**src/rtl/sys_bus.sv**
```systemverilog
// -----------------------------------------------------------------------------
// sys_bus -- single-master to NS-slave bus bridge.
//
// The master issues one transaction at a time (m_req held until m_ack). The
// top SELW address bits select a slave. A mapped access raises that slave's
// s_req until it acks or a wait counter runs out (TMO); an unmapped access is
// answered immediately with an error. Every transaction ends with a one-cycle
// m_ack; m_rdata/m_err are registered and held until the next response.
//
// Ports
//   clk      in   1      clock, rising edge
//   rst      in   1      asynchronous active-high reset
//   m_req    in   1      master request, held until m_ack
//   m_we     in   1      master write enable (1 = write)
//   m_addr   in   AW     master address (sel = m_addr[AW-1:AW-SELW])
//   m_wdata  in   DW     master write data
//   m_rdata  out  DW     read data, valid with m_ack, held afterwards
//   m_ack    out  1      one-cycle completion pulse
//   m_err    out  1      error flag (unmapped or timeout), valid with m_ack
//   s_req    out  NS     one-hot slave request, high in BUSY only
//   s_we     out  1      latched write enable, shared
//   s_addr   out  AW     latched address, shared
//   s_wdata  out  DW     latched write data, shared
//   s_rdata  in   NS*DW  slave read data, slave i at [i*DW +: DW]
//   s_ack    in   NS     per-slave acknowledge
// -----------------------------------------------------------------------------
module sys_bus #(
  parameter int DW   = 32,
  parameter int AW   = 32,
  parameter int NS   = 4,
  parameter int SELW = 2,
  parameter int TMO  = 15
) (
  input  logic             clk,
  input  logic             rst,
  input  logic             m_req,
  input  logic             m_we,
  input  logic [AW-1:0]    m_addr,
  input  logic [DW-1:0]    m_wdata,
  output logic [DW-1:0]    m_rdata,
  output logic             m_ack,
  output logic             m_err,
  output logic [NS-1:0]    s_req,
  output logic             s_we,
  output logic [AW-1:0]    s_addr,
  output logic [DW-1:0]    s_wdata,
  input  logic [NS*DW-1:0] s_rdata,
  input  logic [NS-1:0]    s_ack
);

  localparam int CW = (TMO > 0) ? $clog2(TMO + 1) : 1;

  typedef enum logic [1:0] {
    IDLE = 2'd0,
    BUSY = 2'd1,
    RESP = 2'd2
  } state_t;

  state_t state, state_nxt;

  logic [SELW-1:0] sel_in, sel_q;
  logic            mapped_in;
  logic            we_q;
  logic [AW-1:0]   addr_q;
  logic [DW-1:0]   wdata_q;
  logic [DW-1:0]   rdata_q;
  logic            err_q;
  logic [CW-1:0]   cnt_q;

  logic            ack_sel;
  logic [DW-1:0]   rdata_sel;
  logic            tmo_hit;
  logic            accept;
  logic            done_ok;
  logic            done_err;

  assign sel_in  = m_addr[AW-1:AW-SELW];
  assign tmo_hit = (cnt_q == CW'(TMO));

  // Decode the select field against the populated slaves and pick out the
  // selected slave's ack/data. Written as loops so that no index ever points
  // past NS when fewer slaves than 2**SELW are populated.
  always_comb begin
    // NOTE: every signal written here gets a default first, so no path can
    // leave it unassigned and infer a latch.
    mapped_in = 1'b0;
    ack_sel   = 1'b0;
    rdata_sel = '0;
    s_req     = '0;
    for (int i = 0; i < NS; i++) begin
      if (sel_in == SELW'(i)) mapped_in = 1'b1;
      if (sel_q == SELW'(i)) begin
        ack_sel   = s_ack[i];
        rdata_sel = s_rdata[i*DW +: DW];
        s_req[i]  = (state == BUSY);
      end
    end
  end

  // State register.
  always_ff @(posedge clk or posedge rst) begin
    // NOTE: sequential state uses non-blocking assignments so every register
    // samples pre-edge values regardless of statement order.
    if (rst) state <= IDLE;
    else     state <= state_nxt;
  end

  // Next-state and transaction-event decode.
  always_comb begin
    state_nxt = state;
    accept    = 1'b0;
    done_ok   = 1'b0;
    done_err  = 1'b0;
    unique case (state)
      IDLE: begin
        if (m_req) begin
          accept = 1'b1;
          if (mapped_in) begin
            state_nxt = BUSY;
          end else begin
            state_nxt = RESP;
            done_err  = 1'b1;
          end
        end
      end
      BUSY: begin
        // The ack is tested before the counter so an ack on the last
        // allowed cycle still completes without error.
        if (ack_sel) begin
          state_nxt = RESP;
          done_ok   = 1'b1;
        end else if (tmo_hit) begin
          state_nxt = RESP;
          done_err  = 1'b1;
        end
      end
      RESP:    state_nxt = IDLE;
      default: state_nxt = IDLE;
    endcase
  end

  // Transaction latches, wait counter and response registers.
  always_ff @(posedge clk or posedge rst) begin
    if (rst) begin
      sel_q   <= '0;
      we_q    <= 1'b0;
      addr_q  <= '0;
      wdata_q <= '0;
      cnt_q   <= '0;
      rdata_q <= '0;
      err_q   <= 1'b0;
    end else begin
      if (accept) begin
        sel_q   <= sel_in;
        we_q    <= m_we;
        addr_q  <= m_addr;
        wdata_q <= m_wdata;
        cnt_q   <= '0;
      end else if (state == BUSY && !ack_sel && !tmo_hit) begin
        cnt_q <= cnt_q + CW'(1);
      end

      if (done_ok) begin
        rdata_q <= we_q ? '0 : rdata_sel;
        err_q   <= 1'b0;
      end else if (done_err) begin
        rdata_q <= '0;
        err_q   <= 1'b1;
      end
    end
  end

  assign m_ack   = (state == RESP);
  assign m_rdata = rdata_q;
  assign m_err   = err_q;
  assign s_we    = we_q;
  assign s_addr  = addr_q;
  assign s_wdata = wdata_q;

endmodule

```
**config.mk**
```make
export PLATFORM = sky130hd
export DESIGN_NAME = sys_bus
export DESIGN_NICKNAME = d
export VERILOG_FILES = /design/src/rtl/sys_bus.sv
export SDC_FILE = /design/constraint.sdc
export NUM_CORES = 1
export LEC_CHECK = 0
export CORE_AREA = 2 2 141 143
export CTS_CLUSTER_DIAMETER = 50
export DETAILED_ROUTE_END_ITERATION = 7
export DIE_AREA = 0 0 143 145
export GPL_ROUTABILITY_DRIVEN = 0
export PLACE_DENSITY_LB_ADDON = 0.12
export SYNTH_ARGS = -nofsm -noshare
export SYNTH_HDL_FRONTEND = slang
export SYNTH_SLANG_ARGS = --single-unit
```
**constraint.sdc**
```tcl
create_clock -name clk -period 4.07 [get_ports clk]
set_input_delay 0.814 -clock clk [delete_from_list [all_inputs] [get_ports clk]]
set_output_delay 0.814 -clock clk [all_outputs]
set_load 0.01 [all_outputs]
```
* After elaboration in Yosys (flattened, before gate mapping) *
Cells that the tools add are included.

operators by class
  reduce and logical (&&, ||, !) cells = 10
  mux-type cells = 37
  eq/ne operators = 11
  $add $sub $neg = 1

operators with widths
  kind                   count
  $mux W32               7
  $mux W1                22
  $eq A2 B2 Y1 const B   5
  $mux W2                4
  $mux W4                2
  $eq A2 B1 Y1 const B   3
  $logic_not A2 Y1       3
  $add A4 B1 Y4 const B  1
  $eq A4 B4 Y1 const B   1
  $pmux W2 S2            1
  $reduce_bool A2 Y1     2
  $ne A3 B3 Y1 const B   1
  $logic_and A1 B1 Y1    2
  $logic_not A1 Y1       2
  $ne A2 B2 Y1 const B   1
  $pmux W1 S2            1
  $reduce_and A2 Y1      1

word-level totals
  output and inout port bits = 103
  logic and storage cells = 67
  bits of input ports = 200
  flip-flop bits (word level) = 106

* Depth between registers and ports, before layout *
Gate-level depths: netlist of the first run.

  depth in word-level cells = 10
  depth in mapped cells = 6
  mapped depth without buffers = 4

* Worst setup path after synthesis of the first run *
No wires, ideal clock.

  path kind = input -> register
  start = input port s_ack[3]
  end = register rdata_q[29] (netlist: m_rdata[29])
  setup slack = 2.064 ns
  setup time = 0.121 ns
  stages on the path = 4
  arrival = 1.885 ns
  cells stage by stage = mux4_2 > nor3b_4 > buf_6 > a22o_1

on the way
  longest elaborated chain between the ends = 4
  elaborated cells between the ends (all ways) = 7
  classes of those cells = mux: 6; reduce/logical: 1

ends and longest elaborated chain
  item                                                             RTL line  RTL
  start: declaration                                               48        input logic [NS-1:0] s_ack
  $mux W1 *                                                        92        if (sel_q == SELW'(i)) begin
  $mux W1                                                          129       if (ack_sel) begin
  $pmux W1 S2 / $mux W1 (equally long branches)                    114       unique case (state)
  $reduce_bool A2 Y1 (no line) / $mux W32 (equally long branches)  --
  end signal: assignment                                           164       rdata_q <= we_q ? '0 : rdata_sel;
  end: declaration                                                 66        logic [DW-1:0] rdata_q;

Mark *: on every way between the ends. The rest lies on a longest branch, timed or not.
A chain may end at the register's enable or synchronous reset.

* Worst setup path in the final report of the first run *
  start = register state[0]
  end = output port s_req[2]

on the way
  longest elaborated chain between the ends = 2

ends and longest elaborated chain
  item                      RTL line  RTL
  start: declaration        59        state_t state, state_nxt;
  start signal: assignment  105       else state <= state_nxt;
  $eq A2 B1 Y1              95        s_req[i] = (state == BUSY);
  $mux W1                   92
  end: declaration          43        output logic [NS-1:0] s_req,

Every way passes these cells.

==> run_results.csv, run 1 <==
group,metric,value,unit
yosys,synth_cell_types,30,
run_status,status,"finished, final reports clean",
sta,fin_crit_sh,0.705,
clock_network,post_cts_resized,0,
clock_network,clock_latency,0.34,ns
yosys,synth-seq-cells,104,
sta,drv_slew,0,
critical_path,r2r_setup_slack,1.40,ns
final_layout,nets,919,
sta,fin_ws,1.20,ns
floorplanning,die_y,145,µm
sta,fin_skew,0.00954,ns
route,drtPass1Iterations,4,
power_and_ir_drop,finalPower,5.61,mW
sta,setup_viol_count_final,0,
critical_path,path_class,"flop to output pin",
clock_network,clk_pin_slew,0.07,ns
yosys,synthXorXnorAreaFrac,0,
clock_network,clockRootBuffer,"clkbuf_16",
job,cap_violations,0,
yosys,netlist_area,4760,µm²
power_and_ir_drop,p_sw,1.92,mW
route,antenna_left,0,
critical_path,cp-startpoint,"state[0]$_DFFE_PP0P_",
sta,fin_setup_tns,0,ns
clock_network,htreeDepth,3,
power_and_ir_drop,leakage,3.64,nW
power_and_ir_drop,power_frac_comb,0.493,
clock_network,post_cts_buffers,0,
sta,hold_viol_final,0,
power_and_ir_drop,clkPwrFrac,0.182,
floorplanning,core-area,19200,µm²
yosys,synth_fp_nets,628,
final_layout,final_design_area_no_fill,8380,µm²
global_route,grt_max_degree,64,
route,drt-initial-drc-count,161,
final_layout,layout.filler_cells,1799,
clock_network,clockBufferDepth,2,
global_route,grt-ovfl-total,0,
floorplanning,start_util,0.248,
sta,slew_headroom,0.365,
sta,worst-slew-pin-transition,0.948,ns
yosys,synth_top_family_by_area,"simple AND/OR/NAND/NOR gates",
clock_network,cts_tree,"built",
placed_design,dp_hpwl,12.4,mm
critical_path,critical_path.endpoint_type,"output pin",
critical_path,r2r_cells,3,
power_and_ir_drop,p_per_area,669,nW/µm²
yosys,synth_compound_area_frac,0.0681,
route,routed.top_layer,"met4",
floorplanning,die-area,20700,µm²
critical_path,worstPathArrival,2.06,ns
final_layout,mostFrequentLayoutCells,"clkdlybuf4s50_1, nand2_1, dfrtp_1",
yosys,synthMuxAreaShare,0.162,
sta,fin_crit,2.87,ns
route,vias_per_cell,4.30,
placed_design,port_buffers,302,
critical_path,endpoint,"s_req[2]",
critical_path,r2r_start,"sel_q[0]$_DFFE_PP0P_",
placed_design,placed_area,8020,µm²
final_layout,mostFrequentLayoutCell,"clkdlybuf4s50_1",
route,vias,4254,
min_path,min_path_cells,2,
yosys,synth_cells,427,
yosys,yosys_warnings,0,
placed_design,place_ws,1.09,ns
power_and_ir_drop,switching_share,0.342,
final_layout,register_area,2600,µm²
floorplanning,io_pins,303,
route,wl_per_cell,16.7,µm
final_layout,layout-drive-gt1-share,0.0871,
power_and_ir_drop,p_int,3.69,mW
route,wl_met1,6.74,mm
critical_path,worstReg2RegEnd,"m_rdata[22]$_DFFE_PP0P_",
critical_path,path_max_fanout,6,
sta,fmax,0.349,GHz
global_route,antenna_found_initial,2,
route,wl,16.5,mm
yosys,synth-simple-area-share,0.183,
critical_path,cp.required,3.26,ns
clock_network,cts_buffers,9,
floorplanning,dieWidth,143,µm
yosys,synth-adder-area-share,0.00263,
min_path,hp-class,"flop to flop",
power_and_ir_drop,p_seq_frac,0.324,
sta,rsz0062_at_grt,"no",
clock_network,holdBufCountCts,0,
final_layout,area_growth,76.1,%
final_layout,multi_input_area,1980,µm²
global_route,grt_pass1_wl,24.8,mm
clock_network,clkSinkCount,104,
floorplanning,row_count,51,
power_and_ir_drop,ir_drop,0.303,mV
route,wl_met2,8.00,mm
global_route,grt_pass1_vias,4423,
global_route,track_usage,0.154,
critical_path,start_kind,"flop",
route,met3_length,1.56,mm
yosys,avgSynthCellArea,11.1,µm²
yosys,ys_seq_area_frac,0.547,
route,drc,0,
[synth_stat cells (all sizes together)]
library cell / instances / area share
and3: 2 / 0.0026
nand2: 200 / 0.16
or3b: 1 / 0.0018
or2: 1 / 0.0013
a22o: 32 / 0.059
mux4: 33 / 0.16
buf: 18 / 0.027
dfrtp: 104 / 0.55
nand2b: 1 / 0.0013
mux2i: 3 / 0.0063
nor2b: 2 / 0.0026
a211oi: 1 / 0.0016
nor3: 3 / 0.0042
nor4: 1 / 0.0013
a21oi: 2 / 0.0021
nor3b: 2 / 0.0055
nand3: 1 / 0.0011
nand3b: 1 / 0.0016
nor2: 2 / 0.0016
inv: 3 / 0.0024
ha: 1 / 0.0026
o21ba: 1 / 0.0021
clkbuf: 11 / 0.0087
o21ai: 1 / 0.0034
[cell families after synthesis]
| group | after synthesis |
|---|---|
| AO/OA/AOI/OAI | 37 |
| adder cells (fa/ha/maj) | 1 |
| buffers and inverters | 32 |
| flip-flops | 104 |
| multiplexers | 36 |
| AND/OR/NAND/NOR | 217 |
[critical path: stages (launching register included)]
cell and delay (ns):
dfrtp_1 0.46, nor2b_1 0.46, nand2_1 0.10, nor2_1 0.10
clkdlybuf4s50_1 0.59
[worst min-delay path by stage]
stage / to / from / slack (ns)
2_1_floorplan: cnt_q[2]$_DFFE_PP0P_ / cnt_q[2]$_DFFE_PP0P_ / 0.45
3_3_place_gp: s_addr[18]$_DFFE_PP0P_ / s_addr[18]$_DFFE_PP0P_ / 0.46
3_5_place_dp: s_wdata[10]$_DFFE_PP0P_ / s_wdata[10]$_DFFE_PP0P_ / 0.46
4_1_cts: s_addr[3]$_DFFE_PP0P_ / s_addr[3]$_DFFE_PP0P_ / 0.48
5_1_grt: s_addr[3]$_DFFE_PP0P_ / s_addr[3]$_DFFE_PP0P_ / 0.50
6_report: s_addr[3]$_DFFE_PP0P_ / s_addr[3]$_DFFE_PP0P_ / 0.47
[state kept, by name (all words and copies together) (netlist names)]
register	count
cnt_q	4
m_err	1
m_rdata	32
s_addr	30
s_wdata	32
s_we	1
sel_q	2
state	2
[final cells by class]
type | instances | area share
diodes | 2 | 0.000597
clock buffers | 12 | 0.0306
clock inverters | 4 | 0.0118
inverters | 3 | 0.00164
multi-input cells | 291 | 0.237
flip-flops and latches | 104 | 0.311
well taps | 265 | 0.0396
repair buffers | 309 | 0.368
[through the flow]
step / std cells / hold WS [ns] / utilization
finish: 990 / 0.469 / 0.436
global route: 989 / 0.500 / 0.436
CTS: 988 / 0.478 / 0.436
detailed placement: 972 / 0.462 / 0.418
global placement: 972 / 0.457 / 0.418
floorplan: 427 / 0.450 / -
[power groups by stage]
stage / Sequential (mW) / Clock, mW / Combinational, mW
2_1_floorplan: 1.96 / 0 / 1.27
3_3_place_gp: 1.84 / 0 / 2.77
3_5_place_dp: 1.84 / 0 / 2.81
4_1_cts: 1.83 / 1.07 / 2.83
5_1_grt: 1.89 / 1.11 / 3.01
6_report: 1.82 / 1.02 / 2.77
[layer usage]
| layer | GRT usage | vias up |
|---|---|---|
| met5 | 0 | - |
| met4 | 0.0530 | 0 |
| met3 | 0.0518 | 15 |
| met2 | 0.259 | 190 |
| met1 | 0.184 | 2017 |
| li1 | - | 2032 |
(Power assumes the default switching activity.)
==> inputs of run 2 (changes only) <==
==> constraint.sdc (replaced) <==
create_clock -name clk -period 2.8 [get_ports clk]
set_input_delay 0.56 -clock clk [delete_from_list [all_inputs] [get_ports clk]]
set_output_delay 0.56 -clock clk [all_outputs]
set_load 0.01 [all_outputs]
==> run 2 against run 1 <==
Effect of this change: sequential share of layout area grew 0.15 points; core utilization shrank 0.22 points; wire length up 2.6%; clock power is 18% higher; clock skew is 0.0025 ns lower; hold slack improved by 0.0065 ns; first-iteration DRC count decreased by 20%; cell count rose by 0.61%; non-clock buffer count is 7 higher; count of clock-buffer cells in the layout unchanged; cell area down 0.49%.
==> run_results.csv, run 2 (synthesized netlist as in run 1, its figures left out) <==
group,metric,value,unit
final_layout,mostFrequentLayoutCells,"clkdlybuf4s50_1, nand2_1, dfrtp_1",
min_path,hold_end,"s_addr[17]$_DFFE_PP0P_",
final_layout,register_area,2600,µm²
clock_network,post_cts_buffers,0,
global_route,track_usage,0.158,
route,wl_per_cell,17.0,µm
clock_network,clk_pin_slew,0.07,ns
route,drtPass1Iterations,5,
sta,drv_slew,0,
clock_network,clockRootBuffer,"clkbuf_16",
sta,fin_skew,0.00707,ns
route,wl,17.0,mm
placed_design,placed_area,8060,µm²
critical_path,worstPathArrival,1.88,ns
clock_network,cts_buffers,9,
power_and_ir_drop,power_frac_comb,0.524,
sta,fmax,0.409,GHz
power_and_ir_drop,p_sw,2.84,mW
clock_network,clkSinkCount,104,
global_route,antenna_found_initial,2,
sta,setup_viol_count_final,0,
sta,slew_headroom,0.518,
final_layout,final_design_area_no_fill,8340,µm²
min_path,min_from,"s_addr[17]$_DFFE_PP0P_",
route,drc,0,
final_layout,area_growth,75.2,%
critical_path,max_stage_delay,0.55,ns
critical_path,critical_path.endpoint_type,"output pin",
clock_network,cts_tree,"built",
global_route,grt_pass1_wl,25.3,mm
route,vias,4357,
power_and_ir_drop,switching_share,0.357,
clock_network,post_cts_resized,0,
min_path,min_path_cells,2,
power_and_ir_drop,clkPwrFrac,0.151,
final_layout,layout.filler_cells,1843,
sta,fin_crit,2.44,ns
power_and_ir_drop,leakage,3.62,nW
final_layout,nets,926,
floorplanning,row_count,51,
run_status,status,"finished, final reports clean",
route,vias_per_cell,4.37,
global_route,grt-ovfl-total,0,
sta,fin_setup_tns,0,ns
clock_network,clockBufferDepth,2,
critical_path,r2r_setup_slack,0.80,ns
min_path,hp-class,"flop to flop",
job,cap_violations,0,
critical_path,start_kind,"flop",
route,drt-initial-drc-count,128,
critical_path,cp.required,2.24,ns
floorplanning,start_util,0.248,
power_and_ir_drop,p_per_area,954,nW/µm²
global_route,grt_pass1_vias,4466,
floorplanning,die-area,20700,µm²
critical_path,critPathSlowestCell,"clkdlybuf4s50_1",
placed_design,port_buffers,302,
floorplanning,io_pins,303,
floorplanning,core-area,19200,µm²
sta,worst-slew-pin-transition,0.724,ns
global_route,grt_max_degree,56,
critical_path,worstReg2RegEnd,"m_rdata[17]$_DFFE_PP0P_",
sta,hold_viol_final,0,
power_and_ir_drop,p_seq_frac,0.325,
route,antenna_left,0,
placed_design,dp_hpwl,12.9,mm
final_layout,layout-drive-gt1-share,0.0945,
power_and_ir_drop,ir_drop,0.450,mV
final_layout,utilization,0.434,
clock_network,holdBufCountCts,0,
critical_path,r2r_start,"sel_q[0]$_DFFE_PP0P_",
critical_path,path_max_fanout,18,
critical_path,path_class,"flop to output pin",
sta,holdWs,0.475,ns
sta,rsz0062_at_grt,"no",
sta,fin_crit_sh,0.872,
final_layout,mostFrequentLayoutCell,"clkdlybuf4s50_1",
power_and_ir_drop,p_int,5.12,mW
critical_path,crit_chain,"buf_4 > and3_1 > clkdlybuf4s50_1",
final_layout,multi_input_area,1980,µm²
clock_network,htreeDepth,3,
clock_network,clock_latency,0.35,ns
floorplanning,die_y,145,µm
floorplanning,dieWidth,143,µm
critical_path,r2r_cells,4,
run 2: changes by cell type in the layout (fill, tap and decap cells not counted):
cell | before | now
inv_4 | 1 | 0
buf_12 | 1 | 0
buf_4 | 6 | 14
clkinvlp_4 | 0 | 3
diode_2 | 2 | 1
bufinv_16 | 3 | 0
clkinv_2 | 0 | 1
clkbuf_1 | 1 | 2
clkbuf_8 | 2 | 1
run 2: critical path, delay by kind of cell, from the launching register on:
family                 cells  cell delay, ns
buffers and inverters      2            0.91
flip-flops                 1            0.41
AND/OR/NAND/NOR            1            0.21
run 2: power by group through the flow:
stage / combinational, mW / clock, mW / sequential [mW]
final: 4.17 / 1.20 / 2.59
after global routing: 4.52 / 1.31 / 2.68
after CTS: 4.26 / 1.26 / 2.60
after detailed placement: 4.24 / 0 / 2.61
after global placement: 4.18 / 0 / 2.61
after floorplan: 1.84 / 0 / 2.85
run 2: final cells by class:
class / instances / share of cell area
timing repair buffer: 316 / 0.375
sequential: 104 / 0.312
multi-input combinational: 291 / 0.238
tap: 265 / 0.0398
clock buffer: 12 / 0.0296
clock inverter: 4 / 0.00345
inverter: 3 / 0.00180
antenna: 1 / 0.000300
run 2: metrics by stage:
stage          cells  setup WS [ns]  power, mW
2_1_floorplan    427          0.994       4.70
3_3_place_gp     979          0.352       6.78
3_5_place_dp     979          0.274       6.85
4_1_cts          995          0.269       8.12
5_1_grt          996          0.228       8.52
6_report         996          0.357       7.96
run 2: how the worst max path moves through the flow:
stage | from | cells after the start | end | slack, ns
final | sel_q[0]$_DFFE_PP0P_ | 3 | s_req[3] | 0.36
after global placement | s_ack[2] | 5 | m_rdata[21]$_DFFE_PP0P_ | 0.35
after detailed placement | s_ack[1] | 5 | m_rdata[24]$_DFFE_PP0P_ | 0.27
after CTS | sel_q[0]$_DFFE_PP0P_ | 3 | s_req[3] | 0.27
after global routing | sel_q[0]$_DFFE_PP0P_ | 3 | s_req[3] | 0.23
after floorplan | rst | 1 | cnt_q[0]$_DFFE_PP0P_ | 0.99
run 2: routing by layer:
metal	routed length, µm	global-route usage	vias to the layer above
met5	13	0	-
met4	195	0.0500	2
met3	1480	0.0475	14
met2	8580	0.279	186
met1	6690	0.182	2111
li1	-	-	2044
